==> src/rtl/threshold_pack_sched.sv <==
// rtl/threshold_pack_sched.sv - four-lane threshold binarizer packing eight pixel bits per output byte
// Lanes are served round-robin 0..3 twice per byte; bytes stream out until the frame length is reached.
module threshold_pack_sched #(
  parameter int FRAME_W = 16
) (
  input  logic               clk,
  input  logic               reset,
  input  logic               cfg_we,
  input  logic [1:0]         cfg_addr,
  input  logic [7:0]         cfg_data,
  input  logic [FRAME_W-1:0] frame_bytes,
  input  logic               start,
  input  logic               abort,
  output logic               busy,
  output logic               done,
  input  logic [3:0]         pix_valid,
  input  logic [31:0]        pix_data,
  output logic [3:0]         pix_ready,
  output logic [1:0]         lane_sel,
  output logic [7:0]         packed_data,
  output logic               packed_valid,
  input  logic               packed_ready
);

  typedef enum logic [1:0] {
    S_IDLE  = 2'd0,
    S_FETCH = 2'd1,
    S_EMIT  = 2'd2,
    S_DONE  = 2'd3
  } state_e;

  localparam logic [FRAME_W-1:0] CNT_ONE  = {{(FRAME_W-1){1'b0}}, 1'b1};
  localparam logic [7:0]         THR_INIT = 8'd128;

  state_e             state_q, state_d;
  logic [3:0][7:0]    thr_q, thr_d;
  logic [FRAME_W-1:0] frame_len_q, frame_len_d;
  logic [FRAME_W-1:0] byte_cnt_q, byte_cnt_d;
  logic [2:0]         bit_idx_q, bit_idx_d;
  logic [7:0]         buf_q, buf_d;
  logic [7:0]         pdata_q, pdata_d;

  logic [1:0] lane;
  logic [7:0] cur_pix;
  logic [7:0] cur_thr;
  logic       cur_bit;
  logic       start_ok;
  logic       pix_fire;
  logic       byte_fire;
  logic       last_byte;
  logic       cfg_open;

  assign lane      = bit_idx_q[1:0];
  assign cur_pix   = pix_data[{lane, 3'b000} +: 8];
  assign cur_thr   = thr_q[lane];
  assign cur_bit   = (cur_pix >= cur_thr);
  assign start_ok  = (state_q == S_IDLE) && start && !abort;
  assign pix_fire  = (state_q == S_FETCH) && pix_valid[lane] && !abort;
  assign byte_fire = (state_q == S_EMIT) && packed_ready && !abort;
  assign last_byte = (byte_cnt_q == frame_len_q - CNT_ONE);
  assign cfg_open  = (state_q == S_IDLE) || (state_q == S_DONE);

  always_ff @(posedge clk or negedge reset) begin
    if (!reset) begin
      state_q <= S_IDLE;
    end else begin
      state_q <= state_d;
    end
  end

  // abort overrides every transition, including a simultaneous start
  always_comb begin
    state_d = state_q;
    if (abort) begin
      state_d = S_IDLE;
    end else begin
      case (state_q)
        S_IDLE:  if (start) state_d = (frame_bytes == '0) ? S_DONE : S_FETCH;
        S_FETCH: if (pix_fire && (bit_idx_q == 3'd7)) state_d = S_EMIT;
        S_EMIT:  if (byte_fire) state_d = last_byte ? S_DONE : S_FETCH;
        S_DONE:  state_d = S_IDLE;
        default: state_d = S_IDLE;
      endcase
    end
  end

  always_comb begin
    busy         = 1'b0;
    done         = 1'b0;
    packed_valid = 1'b0;
    pix_ready    = 4'b0000;
    case (state_q)
      S_FETCH: begin
        busy      = 1'b1;
        pix_ready = 4'b0001 << lane;
      end
      S_EMIT: begin
        busy         = 1'b1;
        packed_valid = 1'b1;
      end
      S_DONE:  done = 1'b1;
      default: ;
    endcase
  end

  assign lane_sel    = lane;
  assign packed_data = pdata_q;

  always_comb begin
    thr_d       = thr_q;
    frame_len_d = frame_len_q;
    byte_cnt_d  = byte_cnt_q;
    bit_idx_d   = bit_idx_q;
    buf_d       = buf_q;
    pdata_d     = pdata_q;
    if (cfg_we && cfg_open) begin
      thr_d[cfg_addr] = cfg_data;
    end
    if (start_ok) begin
      frame_len_d = frame_bytes;
      byte_cnt_d  = '0;
      bit_idx_d   = 3'd0;
      buf_d       = 8'h00;
    end
    if (pix_fire) begin
      buf_d[bit_idx_q] = cur_bit;
      bit_idx_d        = bit_idx_q + 3'd1;
      if (bit_idx_q == 3'd7) begin
        pdata_d = {cur_bit, buf_q[6:0]};
      end
    end
    if (byte_fire) begin
      byte_cnt_d = byte_cnt_q + CNT_ONE;
      bit_idx_d  = 3'd0;
      buf_d      = 8'h00;
    end
  end

  always_ff @(posedge clk or negedge reset) begin
    if (!reset) begin
      thr_q       <= {4{THR_INIT}};
      frame_len_q <= '0;
      byte_cnt_q  <= '0;
      bit_idx_q   <= 3'd0;
      buf_q       <= 8'h00;
      pdata_q     <= 8'h00;
    end else begin
      thr_q       <= thr_d;
      frame_len_q <= frame_len_d;
      byte_cnt_q  <= byte_cnt_d;
      bit_idx_q   <= bit_idx_d;
      buf_q       <= buf_d;
      pdata_q     <= pdata_d;
    end
  end

endmodule

==> config.mk <==
export PLATFORM = sky130hd
export DESIGN_NAME = threshold_pack_sched
export DESIGN_NICKNAME = d
export VERILOG_FILES = /design/src/rtl/threshold_pack_sched.sv
export SDC_FILE = /design/constraint.sdc
export NUM_CORES = 1
export LEC_CHECK = 0
export CAP_MARGIN = 20
export CORE_MARGIN = 2
export CORE_UTILIZATION = 57
export DETAILED_ROUTE_END_ITERATION = 7
export PLACE_DENSITY = 0.85
export SETUP_SLACK_MARGIN = 0.5
export SLEW_MARGIN = 20
export SYNTH_ARGS = -nofsm -noshare
export SYNTH_HDL_FRONTEND = slang
export SYNTH_SLANG_ARGS = --single-unit
==> constraint.sdc <==
create_clock -name clk -period 8.07 [get_ports clk]
set_input_delay 0.807 -clock clk [delete_from_list [all_inputs] [get_ports clk]]
set_output_delay 0.807 -clock clk [all_outputs]
set_load 0.1 [all_outputs]
### Word level (Yosys, flattened, before mapping)

Index checks and enable logic that the tools add are counted.

* bits of input ports: 68
* output and inout bits: 17
* logic and storage cells: 77
* bits in registers: 85

* eq/ne operators: 8
* magnitude comparators: 6
* mux-type cells: 29
* reductions and logical operators: 19
* shifts and indexed selects: 2
* add/subtract/negate cells: 3

Operator list (count)
* $mux W8: 5
* $bwmux W32: 1
* $mux W16: 2
* $shiftx A32 B6 Y8: 1
* $add A16 B1 Y16 const B: 1
* $bmux W8 S2: 1
* $demux W8 S2: 1
* $eq A16 B16 Y1: 1
* $logic_not A16 Y1: 1
* $sub A16 B1 Y16 const B: 1
* $mux W2: 6
* $logic_and A1 B1 Y1: 10
* $mux W3: 3
* $bwmux W8: 1
* $ge A8 B8 Y1: 1
* $pmux W2 S4: 1
* $lt A2 B3 Y1 const B: 2
* $ne A3 B3 Y1 const B: 2
* $mux W1: 5
* $eq A2 B2 Y1 const B: 2
* $lt A3 B4 Y1 const B: 1
* $mux W4: 1
* $shl A1 B2 Y4 const A: 1
* $add A3 B1 Y3 const B: 1
* other kinds (15): 15

### Longest topological paths before layout

Gate-level depths: netlist of the first run.

* depth after elaboration: 8
* mapped depth: 11

### Worst setup path after synthesis of the first run

Ideal clock, no wire load.

* path type: register to register
* from: register bit_idx_q[0]
* to: register pdata_q[7], in the netlist packed_data[7]
* arrival: 2.775 ns
* stages on the path, launching flop included: 9
* path buffers: 2
* path slack: 5.169 ns
* required time: 7.944 ns
* cells stage by stage: dfrtp_1 -> buf_2 -> buf_1 -> mux4_2 -> ha_1 -> a2111oi_0 -> nor2b_1 -> a21oi_1 -> mux2_2

* longest elaborated chain between the ends: 5

RTL lines
* start: declaration: RTL line 39 `logic [2:0] bit_idx_q, bit_idx_d;`
* start signal: assignment: RTL line 151 `bit_idx_q <= bit_idx_d;`
* parallel branches: the longest is 5 deep, another holds $ge A8 B8 Y1
* end signal: assignment: RTL line 153 `pdata_q <= pdata_d;`
* end: declaration: RTL line 41 `logic [7:0] pdata_q, pdata_d;`

Several ways; the timed one is not identified. The select of a mux whose other input is x is not followed.
A chain may end at the register's enable or synchronous reset.

### Worst setup path in the final report of the first run

* from: register bit_idx_q[1]
* to: output port pix_ready[3]

* longest elaborated chain between the ends: 2

RTL lines
* $shl A1 B2 Y4: RTL line 95 `pix_ready = 4'b0001 << lane;`
* $mux W4: RTL line 92 `case (state_q)`
* end: declaration: RTL line 18 `output logic [3:0] pix_ready,`

Every way passes these cells.

==> results of run 1 <==
## stage by stage
stage                     hold WS [ns]  instance area, um2  utilization (%)
after detailed placement         0.484                5700             69.4
after global routing             0.525                5970             72.7
after CTS                        0.506                5970             72.7
after floorplan                  0.464                4810                -
final                            0.485                5970             72.7
after global placement           0.479                5700             69.4
## worst min-delay path by stage
stage	slack, ns	to
after floorplan	0.46	buf_q[0]
after detailed placement	0.48	packed_data[1]
after global placement	0.48	buf_q[0]
after CTS	0.51	buf_q[0]
after global routing	0.53	packed_data[0]
final	0.49	frame_len_q[5]
## power by group
part           switching (W)  leakage, nW  total, W  internal [W]
combinational       0.000446         1.27  0.000857      0.000411
clock               0.000156        0.130  0.000395      0.000239
sequential          0.000147         1.06  0.000711      0.000564
## synthesized netlist by cell type (2+ instances only)
master / n / area (um2)
mux2_1: 2 / 22.5
nor3_1: 10 / 50.1
buf_2: 3 / 15.0
o21a_1: 4 / 30.0
nor4_1: 5 / 31.3
dfstp_2: 4 / 105
and3_1: 4 / 25.0
nor4b_1: 2 / 17.5
or4_1: 2 / 15.0
nand4_1: 5 / 31.3
dfrtp_1: 80 / 2000
mux2_2: 55 / 619
buf_4: 2 / 15.0
clkbuf_1: 11 / 41.3
o21ai_0: 24 / 120
mux4_2: 17 / 383
mux2i_1: 6 / 60.1
nand3b_1: 2 / 15.0
xor2_1: 7 / 61.3
inv_1: 21 / 78.8
nor2_1: 19 / 71.3
nand3_1: 31 / 155
a31oi_1: 4 / 25.0
o211ai_1: 2 / 15.0
buf_1: 2 / 7.51
o22ai_1: 2 / 12.5
a21oi_1: 10 / 50.1
nand2_1: 24 / 90.1
nor2b_1: 4 / 25.0
o21ai_1: 7 / 35.0
a22oi_1: 2 / 15.0
ha_1: 19 / 238
xnor2_1: 14 / 123
and2_1: 6 / 37.5
## worst max-delay path, delay by kind of cell, from the launching register on
family,cells,cell delay [ns]
buffers and inverters,1,1.14
flip-flops,1,1.02
adder cells (fa/ha/maj),1,0.33
AND/OR/NAND/NOR,1,0.16
## registers in the layout, summed over array words and instances, names as in the netlist
| signal | flops |
|---|---|
| byte_cnt_q | 16 |
| frame_len_q | 16 |
| packed_data | 8 |
| state_q | 2 |
| bit_idx_q | 3 |
| thr_q | 32 |
| buf_q | 7 |
## cells by family (layout without fill, tap and decap cells)
| logic type | Yosys count | count (layout) |
|---|---|---|
| compound gates | 61 | 61 |
| simple gates | 125 | 125 |
| flops | 84 | 84 |
| xor+xnor | 21 | 21 |
| buf+inv | 40 | 122 |
| mux | 80 | 80 |
| fa+ha+maj | 19 | 19 |
## metal layers
metal	global-route usage, %	vias up	routed length (um)
met5	0	-	0
met2	45.2	102	5730
met3	6.03	15	513
li1	-	1724	-
met4	8.10	0	189
met1	30.4	1839	4460
## final cells by class
class                   instances  area share (%)
multi-input cells             306            42.5
clock inverters                 7            2.43
clock buffers                   9            2.07
inverters                      21            1.32
flip-flops and latches         84            35.3
well taps                     105            2.20
repair buffers                 85            14.2
==> metrics.cfg, run 1 <==
[worst_setup_path]
arrival_ns = 3.00
r2r_cells = 6
critPathCapture = pix_ready[3]
regToRegEndpoint = buf_q[6]
crit_fanout = 25
critPathLaunchType = flip-flop
cp.required_ns = 7.26
endpoint_kind = primary output
crit_chain = ha_1 -> and2_1 -> clkdlybuf4s50_1
reg2reg_from = bit_idx_q[1]
max_stage_delay_ns = 1.14
crit_type = reg2out
r2r_slack_ns = 5.03
cpMaxStageDelayCell = clkdlybuf4s50_1
crit_start = bit_idx_q[1]

[power_and_ir_drop]
p_leak_nw = 2.46
power_density_nw_per_um2 = 329
power.total_w = 0.00196
ir_worst_vdd_mv = 0.187

[layout]
final_common_cell = clkdlybuf4s50_1
instances_no_fill = 617
final_nets = 594
seq_area_um2 = 2110
nFillCells = 559
n_antenna_cell = 0
multiInputGateArea_um2 = 2540
syn2layout_area_growth_pct = 24.1
final_cell_mix = 83 x clkdlybuf4s50_1, 80 x dfrtp_1, 55 x mux2_2
drive_above_1_share_pct = 19.5

[synth]
avgSynthCellArea_um2 = 11.2
yosys_warnings = 0
netlist_instances = 430
yosysSeqAreaShare_pct = 43.8
ys.flop_type = dfrtp_1
syn_nets = 517
async_flop_share_pct = 100
synth-compound-area-share_pct = 7.43
synth_cell_type_count = 52
synth_edf_count = 0
synth_top_family_by_area = multiplexers
synth_area_um2 = 4810
synthMuxAreaShare_pct = 22.5
synth-seq-cells = 84
synth_adder_area_share_pct = 4.94
synth_simple_gate_area_share_pct = 14.0
synth_xor_xnor_area_share_pct = 3.82

[clock_network]
path_clk_slew_ns = 0.08
htree_levels = 3
clkLatencyLatePin_ns = 0.36
cts_max_path_buffers = 2
ctsResizeCount = 0
root_buffer = clkbuf_8
cts_buffers = 9
clkSinkCount = 84
cts_tree = done
cts_setup_buffers = 0
ctsHoldBuffers = 0

[floorplan]
core_um2 = 8220
rows = 33
die-area_um2 = 9200
start_util_pct = 58.6
die_y_um = 95.9
die_w_um = 95.9
boundaryPins = 85

[sta]
setup_viol = 0
hold_violations = 0
clock_skew_ns = 0.00877
fmax_ghz = 0.263
worstMarginPinSlew_ns = 1.01
fin_setup_tns_ns = 0
post-route-min-period_ns = 3.81
relSlewSlack_pct = 32.4
setup_ws_ns = 4.26
rsz0062_at_grt = false
slew_violations = 0
min_period_over_period_pct = 47.2

[placed_design]
gp_congestion = 0.848
dp.cells = 601
port_buffers = 84
place_ws_ns = 4.64
place.detailed.hpwl_um = 7950

[routing]
wl_per_cell_um = 17.7
firstDrtPassIters = 4
drt_first_iter_violations = 185
post_drt_via_cell_ratio = 5.96
via_count = 3680
routed_wirelength_um = 10900
drc = 0
ant_nets = 0

[global_route]
grt_max_degree = 85
gr-usage-all-layers_pct = 25.4
grt_pass1_vias = 3716
grt_pass1_wl_um = 17500
gr-total-overflow = 0
antenna_found_initial = 0

[job]
cap_violations = 0

[status]
status = completed

[min_path]
hp-class = in2async

(Power assumes the default switching activity.)
==> run 2: changes to the inputs <==
--- a/config.mk
+++ b/config.mk
@@ -7,9 +7,9 @@
 export LEC_CHECK = 0
 export CAP_MARGIN = 20
 export CORE_MARGIN = 2
-export CORE_UTILIZATION = 57
+export CORE_UTILIZATION = 53
 export DETAILED_ROUTE_END_ITERATION = 7
-export PLACE_DENSITY = 0.85
+export PLACE_DENSITY = 0.8
 export SETUP_SLACK_MARGIN = 0.5
 export SLEW_MARGIN = 20
 export SYNTH_ARGS = -nofsm -noshare
==> constraint.sdc (replaced) <==
create_clock -name clk -period 3.7 [get_ports clk]
set_input_delay 0.37 -clock clk [delete_from_list [all_inputs] [get_ports clk]]
set_output_delay 0.37 -clock clk [all_outputs]
set_load 0.1 [all_outputs]
==> run 2 against run 1 <==
First-iteration DRC count shrank 7.6%. Clock-buffer cell count grew 3. Total power grew 110%. Final area shrank 0.90%. Non-clock buffer count grew 2. Critical path type is now reg2reg.
==> metrics.cfg, run 2 (synthesis gave the netlist of run 1 again) <==
[placed_design]
port_buffers = 84
gp_congestion = 0.842
place.detailed.hpwl_um = 8100

[floorplan]
core_um2 = 8760
die-area_um2 = 9860
rows = 34
boundaryPins = 85
start_util_pct = 54.9
die_y_um = 99.3
die_w_um = 99.3

[sta]
post-route-min-period_ns = 2.83
fin_hold_ws_ns = 0.0475
fmax_ghz = 0.354
setup_viol = 0
relSlewSlack_pct = 34.6
slew_violations = 0
fin_setup_tns_ns = 0
min_period_over_period_pct = 76.4
clock_skew_ns = 0.00487
rsz0062_at_grt = false
worstMarginPinSlew_ns = 0.978
hold_violations = 0

[clock_network]
clkLatencyLatePin_ns = 0.35
path_clk_slew_ns = 0.08
cts_tree = done
clkSinkCount = 84
htree_levels = 3
root_buffer = clkbuf_8
cts_buffers = 9
cts_max_path_buffers = 2

[worst_setup_path]
cpMaxStageDelayCell = dfrtp_1
crit_chain = mux4_2 -> ha_1 -> a2111oi_1 -> nor2b_1 -> a21oi_1 -> mux2_2
crit_fanout = 16
crit_buf_inv = 0
cp.required_ns = 3.93
arrival_ns = 3.06
crit_type = reg2reg
max_stage_delay_ns = 0.82
endpoint_kind = flip-flop
critPathLaunchType = flip-flop
crit_family = flip-flops

[routing]
routed_wirelength_um = 11000
ant_nets = 0
drc = 0
drt_first_iter_violations = 171
dr_wl_met2_um = 5520
wl_met3_um = 533
via_count = 3664
firstDrtPassIters = 5
drt-met1-wl_um = 4870
routed.top_layer = met4
post_drt_via_cell_ratio = 5.89
wl_per_cell_um = 17.8

[power_and_ir_drop]
power_frac_seq_pct = 37.8
p_comb_share_pct = 45.2
power_density_nw_per_um2 = 698
switching_share_pct = 39.2
intPower_w = 0.00251
p_switching_w = 0.00162
clkPwrFrac_pct = 17.0
ir_worst_vdd_mv = 0.734
p_leak_nw = 2.45

[min_path]
hp-class = in2async

[layout]
largest_reg_flops = 32
syn2layout_area_growth_pct = 23.0
largest_register = thr_q
seq_area_um2 = 2110
multiInputGateArea_um2 = 2540
n_antenna_cell = 0
nFillCells = 658
final_common_cell = dfrtp_1
final_cell_mix = 79 x dfrtp_1, 77 x clkdlybuf4s50_1, 55 x mux2_2
final_nets = 596
drive_above_1_share_pct = 20.6
reg.largest.list = thr_q x32, byte_cnt_q x16, frame_len_q x16

[global_route]
gr-usage-all-layers_pct = 23.8
grt_pass1_vias = 3773
grt_max_degree = 85
gr-total-overflow = 0
antenna_found_initial = 0
grt_pass1_wl_um = 18600

[status]
status = completed

[job]
cap_violations = 0

[run 2: changes by cell type in the layout (fill, tap and decap cells not counted), sizes merged]
cell           before  now
bufinv              4    2
buf                 2   10
clkinv              0    2
clkbuf              9   12
clkinvlp            1    0
inv                23   21
clkdlybuf4s50      83   77
[run 2: power by group through the flow]
stage	Sequential, W	Combinational, W	Clock [W]
floorplan	0.00142	0.00153	0
global placement	0.00155	0.00179	0
detailed placement	0.00158	0.00185	0
CTS	0.00156	0.00187	0.000714
global route	0.00161	0.00204	0.000751
finish	0.00156	0.00187	0.000700
[run 2: final timing paths]
kind                                 from        endpoint  slack [ns]  cells past startpoint
min in group clk           packed_data[4]  packed_data[4]        0.51                      1
hold reg to reg            packed_data[4]  packed_data[4]        0.51                      1
setup reg to reg             bit_idx_q[1]  packed_data[7]        0.87                      6
max in group asynchronous           reset    bit_idx_q[0]        3.07                      1
setup / recovery             bit_idx_q[1]  packed_data[7]        0.87                      6
hold / removal                      reset        thr_q[9]        0.05                      1
[run 2: timing repair]
action,in CTS,in global routing
gates resized for setup,0,2
hold buffers,0,0
setup endpoints to repair,0,8
buffers inserted,0,0
[run 2: per-stage QoR]
| step | total power, W | cell area (um2) | cells | util (%) | worst slack (ns) |
|---|---|---|---|---|---|
| 2_1_floorplan | 0.00295 | 4810 | 430 | - | 0.799 |
| 3_3_place_gp | 0.00334 | 5700 | 606 | 65.1 | 0.699 |
| 3_5_place_dp | 0.00342 | 5700 | 606 | 65.1 | 0.593 |
| 4_1_cts | 0.00414 | 5910 | 622 | 67.5 | 0.527 |
| 5_1_grt | 0.00440 | 5920 | 622 | 67.5 | 0.599 |
| 6_report | 0.00413 | 5920 | 622 | 67.5 | 0.874 |
[run 2: metal layers]
| metal | GRT usage [%] | vias up |
|---|---|---|
| li1 | - | 1725 |
| met1 | 32.6 | 1827 |
| met2 | 38.6 | 95 |
| met3 | 5.34 | 17 |
| met4 | 6.22 | 0 |
| met5 | 0 | - |
[run 2: worst reg2reg max path, stage by stage, from the launching register on]
cell and delay, ns:
dfrtp_1 0.82, mux4_2 0.43, ha_1 0.33, a2111oi_1 0.51, nor2b_1 0.24, a21oi_1 0.10
mux2_2 0.28
[run 2: final cells by class]
cell class              count  share of cell area, %
repair buffers             87                   14.4
multi-input cells         306                   42.9
flip-flops and latches     84                   35.6
clock buffers              12                   2.28
well taps                 108                   2.28
clock inverters             4                   1.25
inverters                  21                   1.33
